File: src/rtl/myo_spi_scheduler_if.sv
// SpiControl handshake between the round scheduler (master) and the shared
// SPI frame engine (slave).
interface myo_spi_scheduler_if #(
  parameter int unsigned NUM_MOTORS = 6
);
  logic                  start;
  logic [2:0]            motor_sel;
  logic [NUM_MOTORS-1:0] ss_n_vec;
  logic                  spi_done;

  modport master (
    output start,
    output motor_sel,
    output ss_n_vec,
    input  spi_done
  );

  modport slave (
    input  start,
    input  motor_sel,
    input  ss_n_vec,
    output spi_done
  );
endinterface

File: src/rtl/myo_spi_scheduler.sv
// Round-robin scheduler for motor boards sharing one SpiControl: every round
// tick it walks the latched enable mask, running one guarded SPI frame per board.
module myo_spi_scheduler #(
  parameter int unsigned NUM_MOTORS       = 6,
  parameter int unsigned CYCLES_PER_ROUND = 500000,
  parameter int unsigned TIMEOUT_CYCLES   = 5000,
  parameter int unsigned GAP_CYCLES       = 16
) (
  input  logic                  clock,
  input  logic                  reset,
  input  logic [NUM_MOTORS-1:0] motor_enable,
  input  logic                  clear_errors,
  myo_spi_scheduler_if.master   spi,
  output logic                  round_done,
  output logic [NUM_MOTORS-1:0] error_mask,
  output logic                  overrun
);

  localparam int unsigned TICK_W  = (CYCLES_PER_ROUND > 1) ? $clog2(CYCLES_PER_ROUND) : 1;
  localparam int unsigned CYC_MAX = (TIMEOUT_CYCLES > GAP_CYCLES) ? TIMEOUT_CYCLES : GAP_CYCLES;
  localparam int unsigned CYC_W   = $clog2(CYC_MAX + 1);
  localparam int unsigned IDX_W   = 4;
  localparam int unsigned SEL_W   = 3;

  typedef enum logic [2:0] {
    S_IDLE,
    S_SELECT,
    S_ACCEPT,
    S_BUSY,
    S_GAP
  } state_e;

  state_e                state_q, state_d;
  logic [TICK_W-1:0]     tick_cnt_q;
  logic [CYC_W-1:0]      cyc_q, cyc_d;
  logic [IDX_W-1:0]      idx_q, idx_d;
  logic [NUM_MOTORS-1:0] mask_q, mask_d;
  logic [SEL_W-1:0]      sel_q, sel_d;
  logic [NUM_MOTORS-1:0] ss_n_q, ss_n_d;
  logic [NUM_MOTORS-1:0] err_q, err_d;
  logic                  start_q, start_d;
  logic                  round_done_q, round_done_d;
  logic                  ovr_q, ovr_d;

  logic                  tick_c;
  logic [NUM_MOTORS-1:0] remaining_c;
  logic                  none_left_c;
  logic                  found_c;
  logic                  tmo_hit_c;
  logic                  gap_done_c;
  logic                  tmo_evt_c;

  // Free-running round timer
  assign tick_c = (tick_cnt_q == TICK_W'(CYCLES_PER_ROUND - 1));

  always_ff @(posedge clock or posedge reset) begin
    if (reset) tick_cnt_q <= '0;
    else       tick_cnt_q <= tick_c ? '0 : tick_cnt_q + TICK_W'(1);
  end

  // Bits at or above the search index; empty means the round is finished
  assign remaining_c = mask_q >> idx_q;
  assign none_left_c = (remaining_c == '0);
  assign found_c     = remaining_c[0];
  assign tmo_hit_c   = (cyc_q == CYC_W'(TIMEOUT_CYCLES - 1));
  assign gap_done_c  = (cyc_q == CYC_W'(GAP_CYCLES - 1));
  assign tmo_evt_c   = tmo_hit_c &&
                       (((state_q == S_ACCEPT) &&  spi.spi_done) ||
                        ((state_q == S_BUSY)   && !spi.spi_done));

  always_ff @(posedge clock or posedge reset) begin
    if (reset) state_q <= S_IDLE;
    else       state_q <= state_d;
  end

  always_comb begin
    state_d = state_q;
    unique case (state_q)
      S_IDLE:   if (tick_c) state_d = S_SELECT;
      S_SELECT: begin
        if (none_left_c)  state_d = S_IDLE;
        else if (found_c) state_d = S_ACCEPT;
      end
      S_ACCEPT: begin
        if (!spi.spi_done)  state_d = S_BUSY;
        else if (tmo_hit_c) state_d = S_GAP;
      end
      S_BUSY:   if (spi.spi_done || tmo_hit_c) state_d = S_GAP;
      S_GAP:    if (gap_done_c) state_d = S_SELECT;
      default:  state_d = S_IDLE;
    endcase
  end

  // Datapath and registered-output next values; a new error beats clear_errors
  always_comb begin
    mask_d       = mask_q;
    idx_d        = idx_q;
    sel_d        = sel_q;
    cyc_d        = cyc_q + CYC_W'(1);
    round_done_d = 1'b0;
    err_d        = clear_errors ? '0 : err_q;
    ovr_d        = clear_errors ? 1'b0 : ovr_q;
    if (tmo_evt_c) err_d = err_d | (NUM_MOTORS'(1) << sel_q);
    if (tick_c && (state_q != S_IDLE)) ovr_d = 1'b1;

    unique case (state_q)
      S_IDLE: begin
        cyc_d = '0;
        if (tick_c) begin
          mask_d = motor_enable;
          idx_d  = '0;
        end
      end
      S_SELECT: begin
        cyc_d = '0;
        if (none_left_c)  round_done_d = 1'b1;
        else if (found_c) sel_d = SEL_W'(idx_q);
        else              idx_d = idx_q + IDX_W'(1);
      end
      S_ACCEPT, S_BUSY: if (state_d != state_q) cyc_d = '0;
      S_GAP: begin
        if (gap_done_c) begin
          idx_d = idx_q + IDX_W'(1);
          cyc_d = '0;
        end
      end
      default: cyc_d = '0;
    endcase

    start_d = (state_d == S_ACCEPT);
    ss_n_d  = ((state_d == S_ACCEPT) || (state_d == S_BUSY)) ?
              ~(NUM_MOTORS'(1) << sel_d) : '1;
  end

  always_ff @(posedge clock or posedge reset) begin
    if (reset) begin
      cyc_q        <= '0;
      idx_q        <= '0;
      mask_q       <= '0;
      sel_q        <= '0;
      ss_n_q       <= '1;
      err_q        <= '0;
      start_q      <= 1'b0;
      round_done_q <= 1'b0;
      ovr_q        <= 1'b0;
    end else begin
      cyc_q        <= cyc_d;
      idx_q        <= idx_d;
      mask_q       <= mask_d;
      sel_q        <= sel_d;
      ss_n_q       <= ss_n_d;
      err_q        <= err_d;
      start_q      <= start_d;
      round_done_q <= round_done_d;
      ovr_q        <= ovr_d;
    end
  end

  assign spi.start     = start_q;
  assign spi.motor_sel = sel_q;
  assign spi.ss_n_vec  = ss_n_q;
  assign round_done    = round_done_q;
  assign error_mask    = err_q;
  assign overrun       = ovr_q;

endmodule

File: src/flat_wrapper.sv
// flat-port wrapper written by rule: the top's interface ports become plain ports
module myo_spi_scheduler_flat 
#(
  parameter int unsigned NUM_MOTORS       = 6,
  parameter int unsigned CYCLES_PER_ROUND = 500000,
  parameter int unsigned TIMEOUT_CYCLES   = 5000,
  parameter int unsigned GAP_CYCLES       = 16
)
  (clock, reset, motor_enable, clear_errors, round_done, error_mask, overrun, spi_start, spi_motor_sel, spi_ss_n_vec, spi_spi_done);
  myo_spi_scheduler_if #(.NUM_MOTORS(NUM_MOTORS)) spi_i ();
  input  logic clock;
  input  logic reset;
  input  logic [NUM_MOTORS-1:0] motor_enable;
  input  logic clear_errors;
  output logic round_done;
  output logic [NUM_MOTORS-1:0] error_mask;
  output logic overrun;
  output wire logic [$bits(spi_i.start)-1:0] spi_start;
  output wire logic [$bits(spi_i.motor_sel)-1:0] spi_motor_sel;
  output wire logic [$bits(spi_i.ss_n_vec)-1:0] spi_ss_n_vec;
  input wire logic [$bits(spi_i.spi_done)-1:0] spi_spi_done;
  assign spi_start = spi_i.start;
  assign spi_motor_sel = spi_i.motor_sel;
  assign spi_ss_n_vec = spi_i.ss_n_vec;
  assign spi_i.spi_done = spi_spi_done;
  myo_spi_scheduler #(.NUM_MOTORS(NUM_MOTORS), .CYCLES_PER_ROUND(CYCLES_PER_ROUND), .TIMEOUT_CYCLES(TIMEOUT_CYCLES), .GAP_CYCLES(GAP_CYCLES)) u_core (.clock(clock), .reset(reset), .motor_enable(motor_enable), .clear_errors(clear_errors), .spi(spi_i), .round_done(round_done), .error_mask(error_mask), .overrun(overrun));
endmodule
File: config.mk
export PLATFORM = sky130hd
export DESIGN_NAME = myo_spi_scheduler_flat
export DESIGN_NICKNAME = d
export VERILOG_FILES = /design/src/rtl/myo_spi_scheduler_if.sv /design/src/rtl/myo_spi_scheduler.sv /design/src/flat_wrapper.sv
export SDC_FILE = /design/constraint.sdc
export NUM_CORES = 1
export LEC_CHECK = 0
export BUFFER_PORTS_ARGS = -buffer_cell sky130_fd_sc_hd__buf_2
export CORE_UTILIZATION = 35
export DETAILED_ROUTE_END_ITERATION = 6
export MAX_ROUTING_LAYER = met4
export SYNTH_ARGS = -nofsm -noshare
export SYNTH_HDL_FRONTEND = slang
export SYNTH_SLANG_ARGS = --single-unit
File: constraint.sdc
create_clock -name clock -period 2.1 [get_ports clock]
set_input_delay 0.42 -clock clock [delete_from_list [all_inputs] [get_ports clock]]
set_output_delay 0.42 -clock clock [all_outputs]
set_load 0.02 [all_outputs]
# Word-level counts from Yosys, hierarchy flattened
# Index checks and enable logic that the tools add are counted.
[classes] bitwise=2 n_shift=3 div_mod_pow=0 mul=0 order_cmp=0 muxes=27 reduce_logical=16 n_addsub=3 eq_ne=14
[op_table] cell="$mux 3" n=10
[op_table] cell="$mux 13" n=2
[op_table] cell="$pmux 13 s2" n=1
[op_table] cell="$add 19x1->19 const B" n=1
[op_table] cell="$eq 19x19->1 const B" n=1
[op_table] cell="$mux 19" n=1
[op_table] cell="$mux 6" n=3
[op_table] cell="$mux 4" n=4
[op_table] cell="$pmux 3 s5" n=1
[op_table] cell="$add 13x1->13 const B" n=1
[op_table] cell="$eq 13x13->1 const B" n=1
[op_table] cell="$eq 13x4->1 const B" n=1
[op_table] cell="$eq 3x2->1 const B" n=4
[op_table] cell="$pmux 4 s3" n=1
[op_table] cell="$shl 1x3->6 const A" n=2
[op_table] cell="$logic_not 6->1" n=1
[op_table] cell="$not 6->6" n=1
[op_table] cell="$or 6x6->6" n=1
[op_table] cell="$reduce_bool 3->1" n=2
[op_table] cell="$shr 6x4->6" n=1
[op_table] cell="$reduce_and 5->1" n=1
[op_table] cell="$add 4x1->4 const B" n=1
[op_table] cell="$logic_and 1x1->1" n=4
[op_table] cell="$mux 1" n=4
[op_table] cell="11 further kinds" n=15
[word_totals] input_bits=10 reg_bits=63 rom_bits=0 mem_count=0 ramBits=0 elab_cells=76 latchBits=0 output_inout_bits=18

# Depth between registers and ports, before layout
[depth] depth_word=7 ltp_mapped=9

# Least setup slack after synthesis
# OpenSTA, ideal clock, no wires.
[synth_path] path_type="reg-to-reg" startpoint="register u_core.cyc_q[5]" endpoint="register u_core.cyc_q[4]" stages_incl_launch_ff=8 arrival_time_ns=2.141 setup_slack_ns=-0.110 synth_period_minus_slack_ns=2.210 cell_sequence="dfrtp_1 or4_4 nor4_4 a211o_1 nand3_1 o31a_2 buf_6 nor2_2"
[synth_between] elab_chain_len=7
[synth_lines] element="start: declaration" line_no="myo_spi_scheduler.sv:35" rtl="logic [CYC_W-1:0] cyc_q, cyc_d;"
[synth_lines] element="start signal: assignment" line_no="myo_spi_scheduler.sv:147" rtl="cyc_q <= cyc_d;"
[synth_lines] element="$eq 13x13->1" line_no="myo_spi_scheduler.sv:65" rtl="assign tmo_hit_c = (cyc_q == CYC_W'(TIMEOUT_CYCLES - 1));"
[synth_lines] element="$mux 3 or $logic_or 1x1->1 (tied branches)" line_no="myo_spi_scheduler.sv:86, myo_spi_scheduler.sv:88"
[synth_lines] element="$mux 3, on equally long branches" line_no="myo_spi_scheduler.sv:85, myo_spi_scheduler.sv:88"
[synth_lines] element="$pmux 3 s5" line_no="myo_spi_scheduler.sv:78" rtl="unique case (state_q)"
[synth_lines] element="$ne 3x3->1" line_no="myo_spi_scheduler.sv:120" rtl="S_ACCEPT, S_BUSY: if (state_d != state_q) cyc_d = '0;"
[synth_lines] element="$mux 13" line_no="myo_spi_scheduler.sv:120"
[synth_lines] element="$pmux 13 s2 *" line_no="myo_spi_scheduler.sv:106" rtl="unique case (state_q)"
[synth_lines] element="named net u_core.cyc_d[4]" line_no="myo_spi_scheduler.sv:35"
# The timed path passes the listed nets; every way through them passes the cells marked *.
# A chain may end at the register's enable or synchronous reset.

# Worst setup path after layout
[layout_path] startpoint="register u_core.cyc_q[6]" endpoint="register u_core.cyc_q[6]"
# Same word-level chain as after synthesis.

==> results by group <==
Floorplanning
  – Die area: 8960 um2
  – Num ports: 28
  – Site Rows: 33
  – Die Wd: 94.7 um
  – Core area: 8260 um2
  – Die Ht: 94.7 um
  – Initial Utilization: 36.4%

Worst setup path
  – Type of origin of the critical path: register
  – WS Path Type: reg -> reg
  – Crit Path Max Fanout: 5
  – Max incr delay on CP: around 0.57 ns
  – Reg-to-reg slack, setup: -0.004 ns
  – WP depth: 7
  – Critical Path End Type: register
  – Critical Path RT: 2.38 ns
  – WP data arrival: between 2 and 2.5 ns
  – Worst reg2reg path depth: 7
  – Slowest cell on crit path: or4_4
  – CP Buf/Inv Count: 1
  – Crit-path cells: or4_4 > nor4_4 > a211o_1 > nand3_2 > o31a_4 > clkbuf_16 > nor2_4
  – Crit path max-delay family: simple AND/OR/NAND/NOR gates

Cells and area
  – Most frequent cells in the layout: dfrtp_1 (56), nand2_1 (31), buf_4 (29)
  – Commonest non-fill, non-tap cell in the layout: dfrtp_1
  – Finished Layout Cells: between 400 and 500
  – Ant. Diodes: 0
  – P&R area growth vs syn: 28.4%
  – Ratio of cells with drive above 1 in the final layout: ~34%
  – Design area: between 3000 and 4000 um2
  – Filler instances: between 700 and 800
  – Nets: 366
  – Final Core Density: around 47%

Timing
  – Final Max Slew Viols: 0
  – Final worst setup slack: -0.00437 ns
  – Worst-margin pin slew: just under 0.4 ns
  – Final Hold Fails: 0
  – Period Utilization, post-route: 100%
  – Clk_skew: approximately 0.011 ns
  – Unrepaired setup endpoints after global routing: yes
  – Fin crit period: 2.10 ns
  – Setup TNS: -0.00827 ns
  – Headroom to the max-slew limit: roughly 73%
  – Setup-failing EPs final: 4
  – Fmax: around 0.48 GHz

CTS
  – H-Tree Level Count: 3
  – Clock buffer count from CTS: 9
  – CTS Buffer Depth: 2
  – Clk pin slew, worst setup/hold paths: roughly 0.080 ns
  – Root Buffer: clkbuf_8
  – CTS tree: done
  – Worst skew pair latency: about 0.35 ns
  – Clock Sinks: 63

Route
  – Vias after detailed routing: between 2000 and 2500
  – DRT iter0 DRCs: 91
  – Routed vias/inst: 4.86
  – Drt first pass iters: 4
  – Routed wire length: 6070 um
  – DRC Markers: 0
  – Drt wl/cell: between 10 and 15 um
  – Post-route ant nets: 0

Placement
  – Area post-placement: between 3000 and 4000 um2
  – DPL Wire Length: 4300 um
  – Place WS: between 0.015 and 0.02 ns
  – PortBufs: 27
  – Post-placement cell count: 441
  – GP Congestion: around 0.75

Power
  – Max IR drop VDD: approximately 380 uV
  – Combinational share of power: 2.2%
  – Register share of total power: 46.8%
  – Pleak: roughly 0.0017 uW
  – Cell Pwr Density: between 600 and 700 nW/um2
  – Cell-internal power: around 2100 uW
  – Clock power frac: 51.0%
  – Switching power total: between 500 and 600 uW
  – Net switching share of the total power: ~20%

Outcome
  – Failing checks: setup timing
  – Outcome: complete, but fails checks

GRT
  – Initial antenna violation count: 0
  – Vias in the first global route: roughly 2200
  – Largest net degree at the start of global routing: 26
  – Total global-route track usage: approximately 15%
  – Remaining Overflow, GRT: 0
  – Global-route wire length before repair: around 10000 um

Flow run
  – Max_cap viols: 0

Yosys
  – Synth warn: 0
  – Synthesized netlist cell count: between 200 and 300
  – Top cells by area, synth: dfrtp_1 (47%), dfstp_2 (5.2%), nand2_1 (4.1%)
  – Synth top area share: 47.5%
  – Flops & latches, synth: between 60 and 70
  – Register area share after synthesis: 52.7%
  – Yosys cell types: 52
  – Asr flop ratio synth: 100%
  – Top_reg_cell synth: dfrtp_1
  – Synthesized Nets: between 300 and 400
  – Synth area leader: dfrtp_1
  – Syn_area_per_cell: just over 10 um2
  – Post-Syn Area: ~3000 um2
  – Number of synthesized flops with an enable pin: 0

Min path
  – HP Class: in -> async
layer usage:
| metal | wire length, um | part of all wire, % | track usage (%) | vias up |
|---|---|---|---|---|
| met4 | 124 | 2.0 | 8.08 | 0 |
| met5 | 0 | 0 | - | - |
| met2 | 2760 | 46 | 22.5 | 35 |
| met3 | 213 | 3.5 | 3.22 | 9 |
| met1 | 2970 | 49 | 19.8 | 1080 |
| li1 | - | - | - | 1125 |
synth_stat cells, types with 3 or more instances:
library cell,number
dfrtp_1,57
nand2_1,33
nor2_1,21
inv_1,16
nand3_1,15
o21ai_0,14
xnor2_1,14
xor2_1,13
nor2_2,10
dfstp_2,6
mux2_2,6
a21oi_1,5
nand4_1,5
nor2b_1,5
nor3_1,5
o22ai_1,5
or3_1,4
and3_1,3
clkbuf_1,3
ha_1,3
nand2b_1,3
or4_1,3
final timing paths:
check,start,endpoint
worst max register to register,u_core.cyc_q[6],u_core.cyc_q[6]
worst max-delay path,u_core.cyc_q[6],u_core.cyc_q[6]
worst min register to register,u_core.tick_cnt_q[0],u_core.tick_cnt_q[0]
worst min-delay path,reset,u_core.tick_cnt_q[18]
max in group asynchronous,reset,u_core.spi.ss_n_vec[1]
min in group clock,motor_enable[1],u_core.mask_q[1]
through the flow:
stage	power, uW	hold WS (ns)
2_1_floorplan	1280	0.442
3_3_place_gp	1300	0.392
3_5_place_dp	1310	0.397
4_1_cts	2640	0.0161
5_1_grt	2710	0.0292
6_report	2620	0.0193
power groups by stage:
stage	Clock, uW	Combinational [uW]	Sequential, uW
3_5_place_dp	0	58.8	1250
6_report	1330	57.4	1220
2_1_floorplan	0	30.3	1250
3_3_place_gp	0	57.9	1250
4_1_cts	1360	59.0	1220
5_1_grt	1410	66.2	1220
what timing repair did:
item	CTS	global route
setup buffers	0	5
endpoints found under the setup margin	0	23
resized for setup	0	23
hold buffers	0	0
flip-flops by register name (all words and copies together) (netlist names):
name	flops
u_core.tick_cnt_q	19
u_core.cyc_q	13
u_core.error_mask	6
u_core.mask_q	6
u_core.spi.ss_n_vec	6
u_core.idx_q	4
u_core.spi.motor_sel	3
u_core.state_q	3
u_core.overrun	1
u_core.round_done	1
u_core.spi.start	1
kinds of logic after synthesis:
group	after synthesis	share of synthesized area, %
buffers and inverters	23	3.54
muxes	8	2.91
adders and majority gates	4	1.58
xor gates and xnor gates	27	7.87
AOI/OAI and AO/OA	41	8.74
and+or+nand+nor	124	22.6
DFF	63	52.7
layout make-up:
cell class / count / area (um2) / area share, %
timing repair buffer: 59 / 418 / 10.8
sequential: 63 / 1590 / 41.1
multi-input combinational: 204 / 1410 / 36.5
clock buffer: 11 / 151 / 3.92
inverter: 16 / 60.1 / 1.56
clock inverter: 5 / 104 / 2.69
tap: 105 / 131 / 3.40
(Power assumes the default switching activity.)
